==> config.mk <==
export PLATFORM = sky130hd
export DESIGN_NAME = truth_table_sweeper_flat
export DESIGN_NICKNAME = d
export VERILOG_FILES = /design/src/rtl/truth_table_sweeper_pkg.sv /design/src/rtl/truth_table_sweeper_if.sv /design/src/rtl/truth_table_sweeper_settle_cnt.sv /design/src/rtl/truth_table_sweeper.sv /design/src/flat_wrapper.sv
export SDC_FILE = /design/constraint.sdc
export NUM_CORES = 1
export LEC_CHECK = 0
export CELL_PAD_IN_SITES_DETAIL_PLACEMENT = 0
export CELL_PAD_IN_SITES_GLOBAL_PLACEMENT = 2
export CORE_AREA = 5 5 63 65
export DETAILED_ROUTE_END_ITERATION = 6
export DIE_AREA = 0 0 68 70
export PLACE_DENSITY = 0.81
export SYNTH_ARGS = -nofsm -noshare
export SYNTH_HDL_FRONTEND = slang
export SYNTH_SLANG_ARGS = --single-unit
==> constraint.sdc <==
create_clock -name clk -period 3.8 [get_ports clk]
set_input_delay 0.76 -clock clk [delete_from_list [all_inputs] [get_ports clk]]
set_output_delay 0.76 -clock clk [all_outputs]
set_load 0.02 [all_outputs]
==> src/rtl/truth_table_sweeper_pkg.sv <==
// Shared definitions for the truth-table sweeper: FSM encoding, default
// geometry and the supported input-count limit.
package truth_table_sweeper_pkg;

  typedef enum logic [1:0] {
    ST_IDLE   = 2'd0,
    ST_SETTLE = 2'd1,
    ST_SAMPLE = 2'd2,
    ST_DONE   = 2'd3
  } sweep_state_t;

  localparam int N_IN_DEFAULT   = 2;
  localparam int SETTLE_DEFAULT = 2;
  localparam int N_IN_MAX       = 4;

  // Bits needed to count 0..settle-1, never less than one.
  function automatic int settle_cnt_width(input int settle);
    return (settle <= 2) ? 1 : $clog2(settle);
  endfunction

endpackage

==> src/rtl/truth_table_sweeper_if.sv <==
// Control/status bundle of the sweeper: the sweep request plus the
// completion flags and captured truth table.
interface truth_table_sweeper_if #(
  parameter int N_IN = 2
);
  logic                 start;
  logic [2**N_IN-1:0]   expected;
  logic                 busy;
  logic                 done;
  logic                 pass;
  logic [N_IN-1:0]      fail_idx;
  logic [2**N_IN-1:0]   result_table;

  modport master (
    output start, expected,
    input  busy, done, pass, fail_idx, result_table
  );

  modport slave (
    input  start, expected,
    output busy, done, pass, fail_idx, result_table
  );
endinterface

==> src/rtl/truth_table_sweeper_settle_cnt.sv <==
// Clearable settle-time up-counter; tc flags the last settle cycle of a
// vector so the FSM can move to its sample cycle.
module sweep_settle_cnt
  import truth_table_sweeper_pkg::*;
#(
  parameter int SETTLE = SETTLE_DEFAULT
) (
  input  logic clk,
  input  logic rst_n,
  input  logic clr,
  input  logic en,
  output logic tc
);

  localparam int CW = settle_cnt_width(SETTLE);

  logic [CW-1:0] cnt;

  // Overflow past SETTLE-1 is harmless: the FSM clears before reuse.
  always_ff @(posedge clk or negedge rst_n) begin
    if (!rst_n) begin
      cnt <= '0;
    end else if (clr) begin
      cnt <= '0;
    end else if (en) begin
      cnt <= cnt + 1'b1;
    end
  end

  assign tc = (cnt == CW'(SETTLE - 1));

endmodule

==> src/rtl/truth_table_sweeper.sv <==
// Drives a small gate network through every input vector in ascending
// order, samples its output after a settle time and grades the truth table.
module truth_table_sweeper
  import truth_table_sweeper_pkg::*;
#(
  parameter int N_IN   = N_IN_DEFAULT,
  parameter int SETTLE = SETTLE_DEFAULT
) (
  input  logic                 clk,
  input  logic                 rst_n,
  truth_table_sweeper_if.slave ctl,
  input  logic                 dut_out,
  output logic [N_IN-1:0]      dut_in
);

  localparam int NV = 2**N_IN;

  sweep_state_t    state;
  logic [NV-1:0]   exp_q;
  logic [N_IN-1:0] idx;
  logic            fail_q;
  logic            accept;
  logic            miss;
  logic            last;
  logic            cnt_clr;
  logic            cnt_en;
  logic            tc;

  assign accept  = ((state == ST_IDLE) || (state == ST_DONE)) && ctl.start;
  assign miss    = (dut_out != exp_q[idx]);
  assign last    = &idx;
  assign cnt_clr = accept || ((state == ST_SAMPLE) && !last);
  assign cnt_en  = (state == ST_SETTLE);

  sweep_settle_cnt #(.SETTLE(SETTLE)) u_settle_cnt (
    .clk   (clk),
    .rst_n (rst_n),
    .clr   (cnt_clr),
    .en    (cnt_en),
    .tc    (tc)
  );

  always_ff @(posedge clk or negedge rst_n) begin
    if (!rst_n) begin
      state            <= ST_IDLE;
      exp_q            <= '0;
      idx              <= '0;
      fail_q           <= 1'b0;
      dut_in           <= '0;
      ctl.busy         <= 1'b0;
      ctl.done         <= 1'b0;
      ctl.pass         <= 1'b0;
      ctl.fail_idx     <= '0;
      ctl.result_table <= '0;
    end else begin
      unique case (state)
        ST_IDLE, ST_DONE: begin
          if (accept) begin
            exp_q            <= ctl.expected;
            ctl.result_table <= '0;
            fail_q           <= 1'b0;
            ctl.fail_idx     <= '0;
            idx              <= '0;
            dut_in           <= '0;
            ctl.busy         <= 1'b1;
            ctl.done         <= 1'b0;
            ctl.pass         <= 1'b0;
            state            <= ST_SETTLE;
          end
        end
        ST_SETTLE: begin
          if (tc) state <= ST_SAMPLE;
        end
        ST_SAMPLE: begin
          ctl.result_table[idx] <= dut_out;
          // Only the first mismatch is reported; later ones are absorbed.
          if (miss && !fail_q) begin
            fail_q       <= 1'b1;
            ctl.fail_idx <= idx;
          end
          if (last) begin
            ctl.busy <= 1'b0;
            ctl.done <= 1'b1;
            ctl.pass <= !(fail_q || miss);
            state    <= ST_DONE;
          end else begin
            idx    <= idx + 1'b1;
            dut_in <= idx + 1'b1;
            state  <= ST_SETTLE;
          end
        end
        default: state <= ST_IDLE;
      endcase
    end
  end

endmodule

==> src/flat_wrapper.sv <==
// flat-port wrapper written by rule: the top's interface ports become plain ports
module truth_table_sweeper_flat import truth_table_sweeper_pkg::*;
#(
  parameter int N_IN   = N_IN_DEFAULT,
  parameter int SETTLE = SETTLE_DEFAULT
)
  (clk, rst_n, dut_out, dut_in, ctl_start, ctl_expected, ctl_busy, ctl_done, ctl_pass, ctl_fail_idx, ctl_result_table);
  truth_table_sweeper_if #(.N_IN(N_IN)) ctl_i ();
  input  logic clk;
  input  logic rst_n;
  input  logic dut_out;
  output logic [N_IN-1:0] dut_in;
  input wire logic [$bits(ctl_i.start)-1:0] ctl_start;
  input wire logic [$bits(ctl_i.expected)-1:0] ctl_expected;
  output wire logic [$bits(ctl_i.busy)-1:0] ctl_busy;
  output wire logic [$bits(ctl_i.done)-1:0] ctl_done;
  output wire logic [$bits(ctl_i.pass)-1:0] ctl_pass;
  output wire logic [$bits(ctl_i.fail_idx)-1:0] ctl_fail_idx;
  output wire logic [$bits(ctl_i.result_table)-1:0] ctl_result_table;
  assign ctl_i.start = ctl_start;
  assign ctl_i.expected = ctl_expected;
  assign ctl_busy = ctl_i.busy;
  assign ctl_done = ctl_i.done;
  assign ctl_pass = ctl_i.pass;
  assign ctl_fail_idx = ctl_i.fail_idx;
  assign ctl_result_table = ctl_i.result_table;
  truth_table_sweeper #(.N_IN(N_IN), .SETTLE(SETTLE)) u_core (.clk(clk), .rst_n(rst_n), .ctl(ctl_i), .dut_out(dut_out), .dut_in(dut_in));
endmodule
==> results of run 1 <==
-- cell families after synthesis --
family | count (synthesis)
AND/OR/NAND/NOR | 35
AO/OA/AOI/OAI | 23
flip-flops | 19
multiplexers | 13
buffers and inverters | 11
adder cells (fa/ha/maj) | 7
XOR/XNOR | 2
-- layout make-up --
class	instances	area, sq um	area share
Timing Repair Buffer	18	180.2	0.1335
Multi-Input combinational cell	80	586.8	0.4347
Clock inverter	1	5.005	0.003707
Sequential cell	19	475.5	0.3522
Clock buffer	3	22.52	0.01668
Inverter	6	22.52	0.01668
Tap cell	46	57.56	0.04263
-- power groups by stage --
stage / registers [mW] / clock network, mW / logic (mW)
6_report: 0.309 / 0.104 / 0.402
5_1_grt: 0.320 / 0.117 / 0.457
4_1_cts: 0.310 / 0.112 / 0.408
3_5_place_dp: 0.314 / 0 / 0.404
3_3_place_gp: 0.311 / 0 / 0.403
2_1_floorplan: 0.314 / 0 / 0.299
-- registers in the layout, summed over array words and instances, names as in the netlist --
signal	cells
u_core.ctl.busy	1
u_core.ctl.done	1
u_core.ctl.fail_idx	2
u_core.ctl.pass	1
u_core.ctl.result_table	4
u_core.dut_in	2
u_core.exp_q	4
u_core.fail_q	1
u_core.state	2
u_core.u_settle_cnt.tc	1
-- layer usage --
layer / vias up / wire, um / part of all wire
met5: - / 0 / 0
met1: 424 / 1186 / 0.50
li1: 432 / - / -
met2: 10 / 1094 / 0.46
met3: 2 / 72 / 0.030
met4: 0 / 21 / 0.0088
-- worst max path at each step --
stage | start | end | slack, ns | cells after the start
after floorplan | dut_out | u_core.ctl.fail_idx[1] | 2.08 | 5
after global placement | dut_out | u_core.ctl.fail_idx[1] | 1.45 | 5
after detailed placement | dut_out | u_core.ctl.fail_idx[1] | 1.41 | 5
after CTS | u_core.dut_in[1] | dut_in[1] | 1.51 | 1
after global routing | u_core.dut_in[0] | dut_in[0] | 1.45 | 1
final | u_core.dut_in[0] | dut_in[0] | 1.54 | 1
-- synthesized netlist by cell type, types with 2 or more instances --
| library cell | count |
|---|---|
| a21oi_1 | 6 |
| and3_1 | 4 |
| clkbuf_1 | 2 |
| dfrtp_1 | 19 |
| ha_1 | 7 |
| inv_1 | 5 |
| mux2_2 | 4 |
| mux2i_1 | 8 |
| nand2_1 | 10 |
| nand3_1 | 2 |
| nor2_1 | 4 |
| nor2b_1 | 3 |
| nor3_1 | 2 |
| nor3b_1 | 2 |
| o21ai_0 | 6 |
| o221ai_1 | 3 |
==> results.toml, run 1 <==
[outcome]
outcome = "finished, final reports clean"

[cts]
cts.path.max_buffers = 2
ctsResizeCount = 0
cts_buffers = 3
cts_setup_buffers = 0
clock_latency_ns = 0.30
clockRootBuffer = "clkbuf_4"
cts_tree = "yes"
clock_sinks = 19
postCtsHoldBufs = 0
h-tree-depth = 1
clkSlewWorstSetupHoldPaths_ns = 0.12

[placed_design]
dp_slack_ns = 1.408
placed_cell_area_sq_mm = 0.001323
placedCellCount = 169
post-dp-hpwl_um = 1747
finalWeightedCongestion = 0.7472
port_buffers = 18

[cells_and_area]
stdcell_count = 173
antenna_cells = 0
layout_commonest_cell = "dfrtp_1"
nets = 143
final_layout_size_suffix_gt1_frac = 0.08661
final_area_sq_mm = 0.001350
fin_util = 0.4110
fillers = 343
area_growth_pct = 20.56
most-common-layout-cells = "dfrtp_1 (19), clkdlybuf4s50_1 (18), nand2_1 (10)"

[worst_hold_path]
hp-start = "u_core.ctl.busy"
hp-class = "reg2reg"
min_to = "u_core.ctl.busy"
worstHoldPathCells = 1

[critical_path]
path_buf_inv = 1
max_stage_delay_ns = 0.67
cp_cell_sequence = "clkdlybuf4s50_1"
cpMaxStageDelayCell = "clkdlybuf4s50_1"
critPathKind = "reg2out"
worst_ep_arrival_time_ns = 1.50
crit_path_start_kind = "flip-flop"
ff2ff_path_depth = 5
cp_data_required_time_ns = 3.04
r2r_end = "u_core.ctl.fail_idx[0]"
r2r-start = "u_core.state[0]"
ff2ff_setup_slack_ns = 1.77
cp-end-kind = "primary output"
critPathMaxFanout = 9
crit_family = "buffers and inverters"

[global_route]
grt_util_all_layers = 0.1111
use_met2 = 0.1660
antenna_found_initial = 0
grt_overflow = 0
grt_pass1_vias = 880
grt_pass1_wl_um = 4091
grt_max_degree = 20
top_usage_layer = "met2"
use_met1 = 0.1552
grt_util_met3 = 0.01923

[die]
rows = 21
ios = 19
core_area_sq_mm = 0.003284
die-area_sq_mm = 0.004760
die_h_um = 70
initial_core_util = 0.3410
die_w_um = 68

[logic_synthesis]
yosys-top-cells-area = "dfrtp_1 (42%), ha_1 (7.8%), mux2i_1 (7.2%)"
synth_top_area_frac = 0.4246
synthSimpleGateAreaFrac = 0.1698
synth_warnings = 0
ys_async_sr_fraction = 1.000
synth.distinct_cells = 39
ys.flop_type = "dfrtp_1"
synth_cells = 110
synth_compound_area_frac = 0.1285
postSynthNetCount = 125
ys_ff_latch = 19
synth_top_family_by_area = "simple AND/OR/NAND/NOR gates"
ys_seq_area_frac = 0.4246
synth_mux_area_frac = 0.1318
synth_enable_flop_cells = 0
synth_xor_area_frac = 0.01564
synth_largest_area_cell = "dfrtp_1"
synthesis.area_sq_mm = 0.001120
synth_fa_ha_area_frac = 0.07821
syn_avg_cell_area_sq_um = 10.18

[sta]
worstMarginPinSlew_ns = 0.8927
skew_ns = 0.004622
finalSetupViolCount = 0
fmaxAchievable_mhz = 442.5
finalHoldViolations = 0
layout_setup_ws_ns = 1.540
final.setup.tns_ns = 0
relSlewSlack = 0.4030
min_period_over_period = 0.5947
holdWs_ns = 0.5121
rsz0062_at_grt = "false"
slew_viol_final = 0
post-route-min-period_ns = 2.260

[pwr]
switchingPower_uw = 344.4
leakage_nw = 0.5852
p_seq_frac = 0.379
ir_worst_vdd_v = 0.0002844
comb_power_share = 0.493
swShare = 0.4224
clkPwrFrac = 0.128
p_per_area_mw_per_mm2 = 604.0
power_uw = 815.5
internal_power_uw = 471.1

[routing]
drtIter0Drc = 28
firstDrtPassIters = 4
viasPerCell = 5.017
ant_nets = 0
wire_per_inst_um = 13.72
vias = 868
totalWireLength_um = 2374
drc = 0

[job]
cap_violations = 0
No activity file was read; power rests on OpenSTA's default activity.
==> run 2: changes to the inputs <==
--- a/config.mk
+++ b/config.mk
@@ -7,10 +7,10 @@
 export LEC_CHECK = 0
 export CELL_PAD_IN_SITES_DETAIL_PLACEMENT = 0
 export CELL_PAD_IN_SITES_GLOBAL_PLACEMENT = 2
-export CORE_AREA = 5 5 63 65
+export CORE_AREA = 5 5 66 68
 export DETAILED_ROUTE_END_ITERATION = 6
-export DIE_AREA = 0 0 68 70
-export PLACE_DENSITY = 0.81
+export DIE_AREA = 0 0 71 73
+export PLACE_DENSITY = 0.75
 export SYNTH_ARGS = -nofsm -noshare
 export SYNTH_HDL_FRONTEND = slang
 export SYNTH_SLANG_ARGS = --single-unit
==> constraint.sdc (replaced) <==
create_clock -name clk -period 2.3 [get_ports clk]
set_input_delay 0.46 -clock clk [delete_from_list [all_inputs] [get_ports clk]]
set_output_delay 0.46 -clock clk [all_outputs]
set_load 0.02 [all_outputs]
==> run 2 against run 1 <==
Effect of this change:
- setup slack lost 1.1 ns
- wire length up 5.9%
- combinational power up 69%
- register-to-register slack got worse by 1.3 ns
- sequential power grew 68%
- design area increased by 3.4%
- critical path type unchanged
- largest cell class unchanged
- highest routed layer unchanged
==> results.toml, run 2 (same netlist as run 1, synthesis figures left out) <==
[sta]
fmaxAchievable_mhz = 525.7
final.setup.tns_ns = 0
worstMarginPinSlew_ns = 0.3700
post-route-min-period_ns = 1.902
slew_viol_final = 0
relSlewSlack = 0.7528
rsz0062_at_grt = "false"
skew_ns = 0.001715
finalSetupViolCount = 0
min_period_over_period = 0.8271
holdWs_ns = 0.5087
finalHoldViolations = 0

[placed_design]
finalWeightedCongestion = 0.7365
port_buffers = 18
post-dp-hpwl_um = 1878

[critical_path]
cp_cell_sequence = "clkdlybuf4s50_1"
critPathKind = "reg2out"
critPathMaxFanout = 9
crit_family = "buffers and inverters"
cpMaxStageDelayCell = "clkdlybuf4s50_1"
cp_data_required_time_ns = 1.84
cp-end-kind = "primary output"
worst_ep_arrival_time_ns = 1.44
path_buf_inv = 1
crit_path_start_kind = "flip-flop"
max_stage_delay_ns = 0.67

[pwr]
swShare = 0.4087
comb_power_share = 0.475
p_seq_frac = 0.362
ir_worst_vdd_v = 0.0004850
leakage_nw = 0.6074
switchingPower_uw = 585.2
internal_power_uw = 846.6
clkPwrFrac = 0.163
p_per_area_mw_per_mm2 = 1025

[cts]
clkSlewWorstSetupHoldPaths_ns = 0.07
postCtsHoldBufs = 0
cts.path.max_buffers = 2
cts_buffers = 3
clock_sinks = 19
clock_latency_ns = 0.25
clockRootBuffer = "clkbuf_8"
cts_setup_buffers = 0
h-tree-depth = 1
cts_tree = "yes"
ctsResizeCount = 0

[cells_and_area]
fillers = 396
layout_commonest_cell = "dfrtp_1"
nets = 146
largest_registers = "u_core.ctl.result_table (4), u_core.exp_q (4)"
area_growth_pct = 24.69
most-common-layout-cells = "dfrtp_1 (19), clkdlybuf4s50_1 (18), nand2_1 (10)"
final_layout_size_suffix_gt1_frac = 0.1077
antenna_cells = 0

[die]
core_area_sq_mm = 0.003799
ios = 19
die-area_sq_mm = 0.005183
initial_core_util = 0.2948
die_w_um = 71
rows = 23
die_h_um = 73

[routing]
ant_nets = 0
totalWireLength_um = 2515
vias = 864
firstDrtPassIters = 4
wire_per_inst_um = 13.97
viasPerCell = 4.800
drtIter0Drc = 18
drc = 0

[worst_hold_path]
hp-class = "reg2reg"

[global_route]
grt_max_degree = 20
grt_overflow = 0
antenna_found_initial = 0
grt_pass1_wl_um = 4402
grt_util_all_layers = 0.1066
grt_pass1_vias = 916

[outcome]
outcome = "finished, final reports clean"

[job]
cap_violations = 0
-- run 2: power by group through the flow --
stage | Sequential (mW) | Combinational [mW] | Clock [mW]
final | 0.518 | 0.681 | 0.233
after global routing | 0.533 | 0.768 | 0.263
after CTS | 0.517 | 0.688 | 0.246
after detailed placement | 0.523 | 0.687 | 0
after global placement | 0.516 | 0.680 | 0
after floorplan | 0.519 | 0.494 | 0
-- run 2: final timing paths --
path | endpoint | start | depth (start not counted) | slack [ns]
max | dut_in[0] | u_core.dut_in[0] | 1 | 0.40
min | u_core.ctl.busy | u_core.ctl.busy | 1 | 0.51
max reg2reg | u_core.ctl.pass | u_core.state[0] | 6 | 0.44
min reg2reg | u_core.ctl.busy | u_core.ctl.busy | 1 | 0.51
max in group asynchronous | u_core.ctl.fail_idx[0] | rst_n | 2 | 1.55
min in group asynchronous | u_core.ctl.result_table[2] | rst_n | 2 | 0.54
-- run 2: cell type report --
| cell class | count | area [sq um] | area share |
|---|---|---|---|
| Timing Repair Buffer | 21 | 202.7 | 0.1452 |
| Inverter | 6 | 22.52 | 0.01613 |
| Tap cell | 50 | 62.56 | 0.04480 |
| Sequential cell | 19 | 475.5 | 0.3405 |
| Clock inverter | 1 | 5.005 | 0.003584 |
| Clock buffer | 3 | 41.29 | 0.02957 |
| Multi-Input combinational cell | 80 | 586.8 | 0.4203 |
-- run 2: metal layers --
metal / GRT usage / routed length (um) / up-vias
met3: 0.01653 / 40 / 4
met5: 0 / 0 / -
li1: - / - / 430
met1: 0.1401 / 1179 / 414
met2: 0.1751 / 1254 / 16
met4: 0.04384 / 40 / 0
-- run 2: metrics by stage --
step | cell area (sq um) | setup slack, ns | utilization | power (mW) | cells
floorplan | 1120 | 0.6380 | - | 1.013 | 110
global placement | 1350 | 0.2592 | 0.3554 | 1.196 | 176
detailed placement | 1350 | 0.2008 | 0.3554 | 1.210 | 176
CTS | 1396 | 0.3760 | 0.3676 | 1.451 | 180
global route | 1396 | 0.2546 | 0.3676 | 1.564 | 180
finish | 1396 | 0.3976 | 0.3676 | 1.432 | 180
==> run 3: changes to the inputs <==
==> constraint.sdc (replaced) <==
create_clock -name clk -period 1.9 [get_ports clk]
set_input_delay 0.38 -clock clk [delete_from_list [all_inputs] [get_ports clk]]
set_output_delay 0.38 -clock clk [all_outputs]
set_load 0.02 [all_outputs]
==> run 3 against run 2 <==
Effect of this change:
- final cell count grew 3.3%
- via count up 3.5%
- setup slack worse by 0.31 ns
- non-clock buffer count is 6 higher
- count of clock-buffer cells in the layout up 1
- combinational power increased by 35%
- wire length rose by 0.36%
- critical path depth unchanged
- largest cell class unchanged
- highest routed layer unchanged
==> results.toml, run 3 (same netlist as run 1, synthesis figures left out) <==
[routing]
drtIter0Drc = 46
ant_nets = 0
vias = 894
firstDrtPassIters = 4
totalWireLength_um = 2524
drc = 0
viasPerCell = 4.806
wire_per_inst_um = 13.57

[cts]
ctsResizeCount = 0
postCtsHoldBufs = 0
cts_tree = "yes"
clockRootBuffer = "clkbuf_8"
cts_buffers = 3
h-tree-depth = 1
clkSlewWorstSetupHoldPaths_ns = 0.08
clock_sinks = 19
cts.path.max_buffers = 2
cts_setup_buffers = 0
clock_latency_ns = 0.25

[critical_path]
cp_data_required_time_ns = 1.52
crit_family = "buffers and inverters"
worst_ep_arrival_time_ns = 1.43
critPathMaxFanout = 8
path_buf_inv = 1
crit_path_start_kind = "flip-flop"
r2r_end = "u_core.ctl.pass"
cpMaxStageDelayCell = "clkdlybuf4s50_1"
ff2ff_setup_slack_ns = 0.17
worstSetupStartpoint = "u_core.dut_in[1]"
max_stage_delay_ns = 0.67
ff2ff_path_depth = 6
critPathKind = "reg2out"
r2r-start = "u_core.state[0]"
cp-end-kind = "primary output"
cp_cell_sequence = "clkdlybuf4s50_1"

[outcome]
outcome = "finished, final reports clean"

[cells_and_area]
area_growth_pct = 28.60
most-common-layout-cells = "dfrtp_1 (19), clkdlybuf4s50_1 (18), nand2_1 (10)"
largest_registers = "u_core.ctl.result_table (4), u_core.exp_q (4)"
layout_commonest_cell = "dfrtp_1"
antenna_cells = 0
stdcell_count = 186
fillers = 399
final_layout_size_suffix_gt1_frac = 0.1397
nets = 152

[sta]
worstMarginPinSlew_ns = 0.3289
finalSetupViolCount = 0
final.setup.tns_ns = 0
finalHoldViolations = 0
slew_viol_final = 0
relSlewSlack = 0.7784
post-route-min-period_ns = 1.814
min_period_over_period = 0.9550
skew_ns = 0.005036
rsz0062_at_grt = "false"
fmaxAchievable_mhz = 551.1

[die]
rows = 23
initial_core_util = 0.2948
ios = 19
die_w_um = 71
die-area_sq_mm = 0.005183
die_h_um = 73
core_area_sq_mm = 0.003799

[pwr]
p_per_area_mw_per_mm2 = 1268
internal_power_mw = 1.098
swShare = 0.3984
clkPwrFrac = 0.157
leakage_nw = 0.6334
comb_power_share = 0.502
ir_worst_vdd_v = 0.0005019
switchingPower_uw = 727.3
p_seq_frac = 0.341

[job]
cap_violations = 0

[placed_design]
placedCellCount = 182
port_buffers = 18
post-dp-hpwl_um = 1922
finalWeightedCongestion = 0.7248

[global_route]
grt_util_all_layers = 0.1072
grt_max_degree = 20
grt_pass1_vias = 898
grt_pass1_wl_um = 4333
antenna_found_initial = 0
grt_overflow = 0

[worst_hold_path]
hp-class = "in2async"
[run 3: per-layer routing]
layer,share of wire,vias up,track usage,routed length (um)
met3,0.012,2,0.01653,31
met4,0.0083,0,0.03758,21
met1,0.47,439,0.1437,1179
met5,0,-,0,0
met2,0.51,9,0.1761,1293
li1,-,444,-,-
[run 3: cell type report]
class                   count  area [sq um]  area share
well taps                  50         62.56     0.04344
multi-input cells          80         586.8      0.4075
clock buffers               4         45.04     0.03128
repair buffers             27         247.7      0.1720
inverters                   6         22.52     0.01564
flip-flops and latches     19         475.5      0.3301
[run 3: worst max path at each step]
stage,endpoint,slack (ns),cells after the start
2_1_floorplan,u_core.ctl.fail_idx[0],0.24,7
3_3_place_gp,u_core.ctl.fail_idx[1],0.06,5
3_5_place_dp,u_core.ctl.fail_idx[1],0.03,5
4_1_cts,dut_in[1],0.07,1
5_1_grt,dut_in[0],0.006,1
6_report,dut_in[1],0.09,1
[run 3: stage by stage]
stage	power, mW	area, sq um	setup WS, ns	hold slack [ns]	util
floorplan	1.226	1120	0.2380	0.08441	-
global route	1.986	1440	0.005649	0.4814	0.3791
CTS	1.848	1440	0.06558	0.4634	0.3791
finish	1.826	1440	0.08559	0.4523	0.3791
global placement	1.538	1395	0.05676	0.4851	0.3673
detailed placement	1.555	1395	0.03370	0.4798	0.3673
[run 3: power groups by stage]
stage	combinational [mW]	clock, mW	sequential [mW]
2_1_floorplan	0.598	0	0.628
3_3_place_gp	0.914	0	0.624
3_5_place_dp	0.925	0	0.631
4_1_cts	0.930	0.295	0.623
5_1_grt	1.03	0.314	0.641
6_report	0.917	0.286	0.623
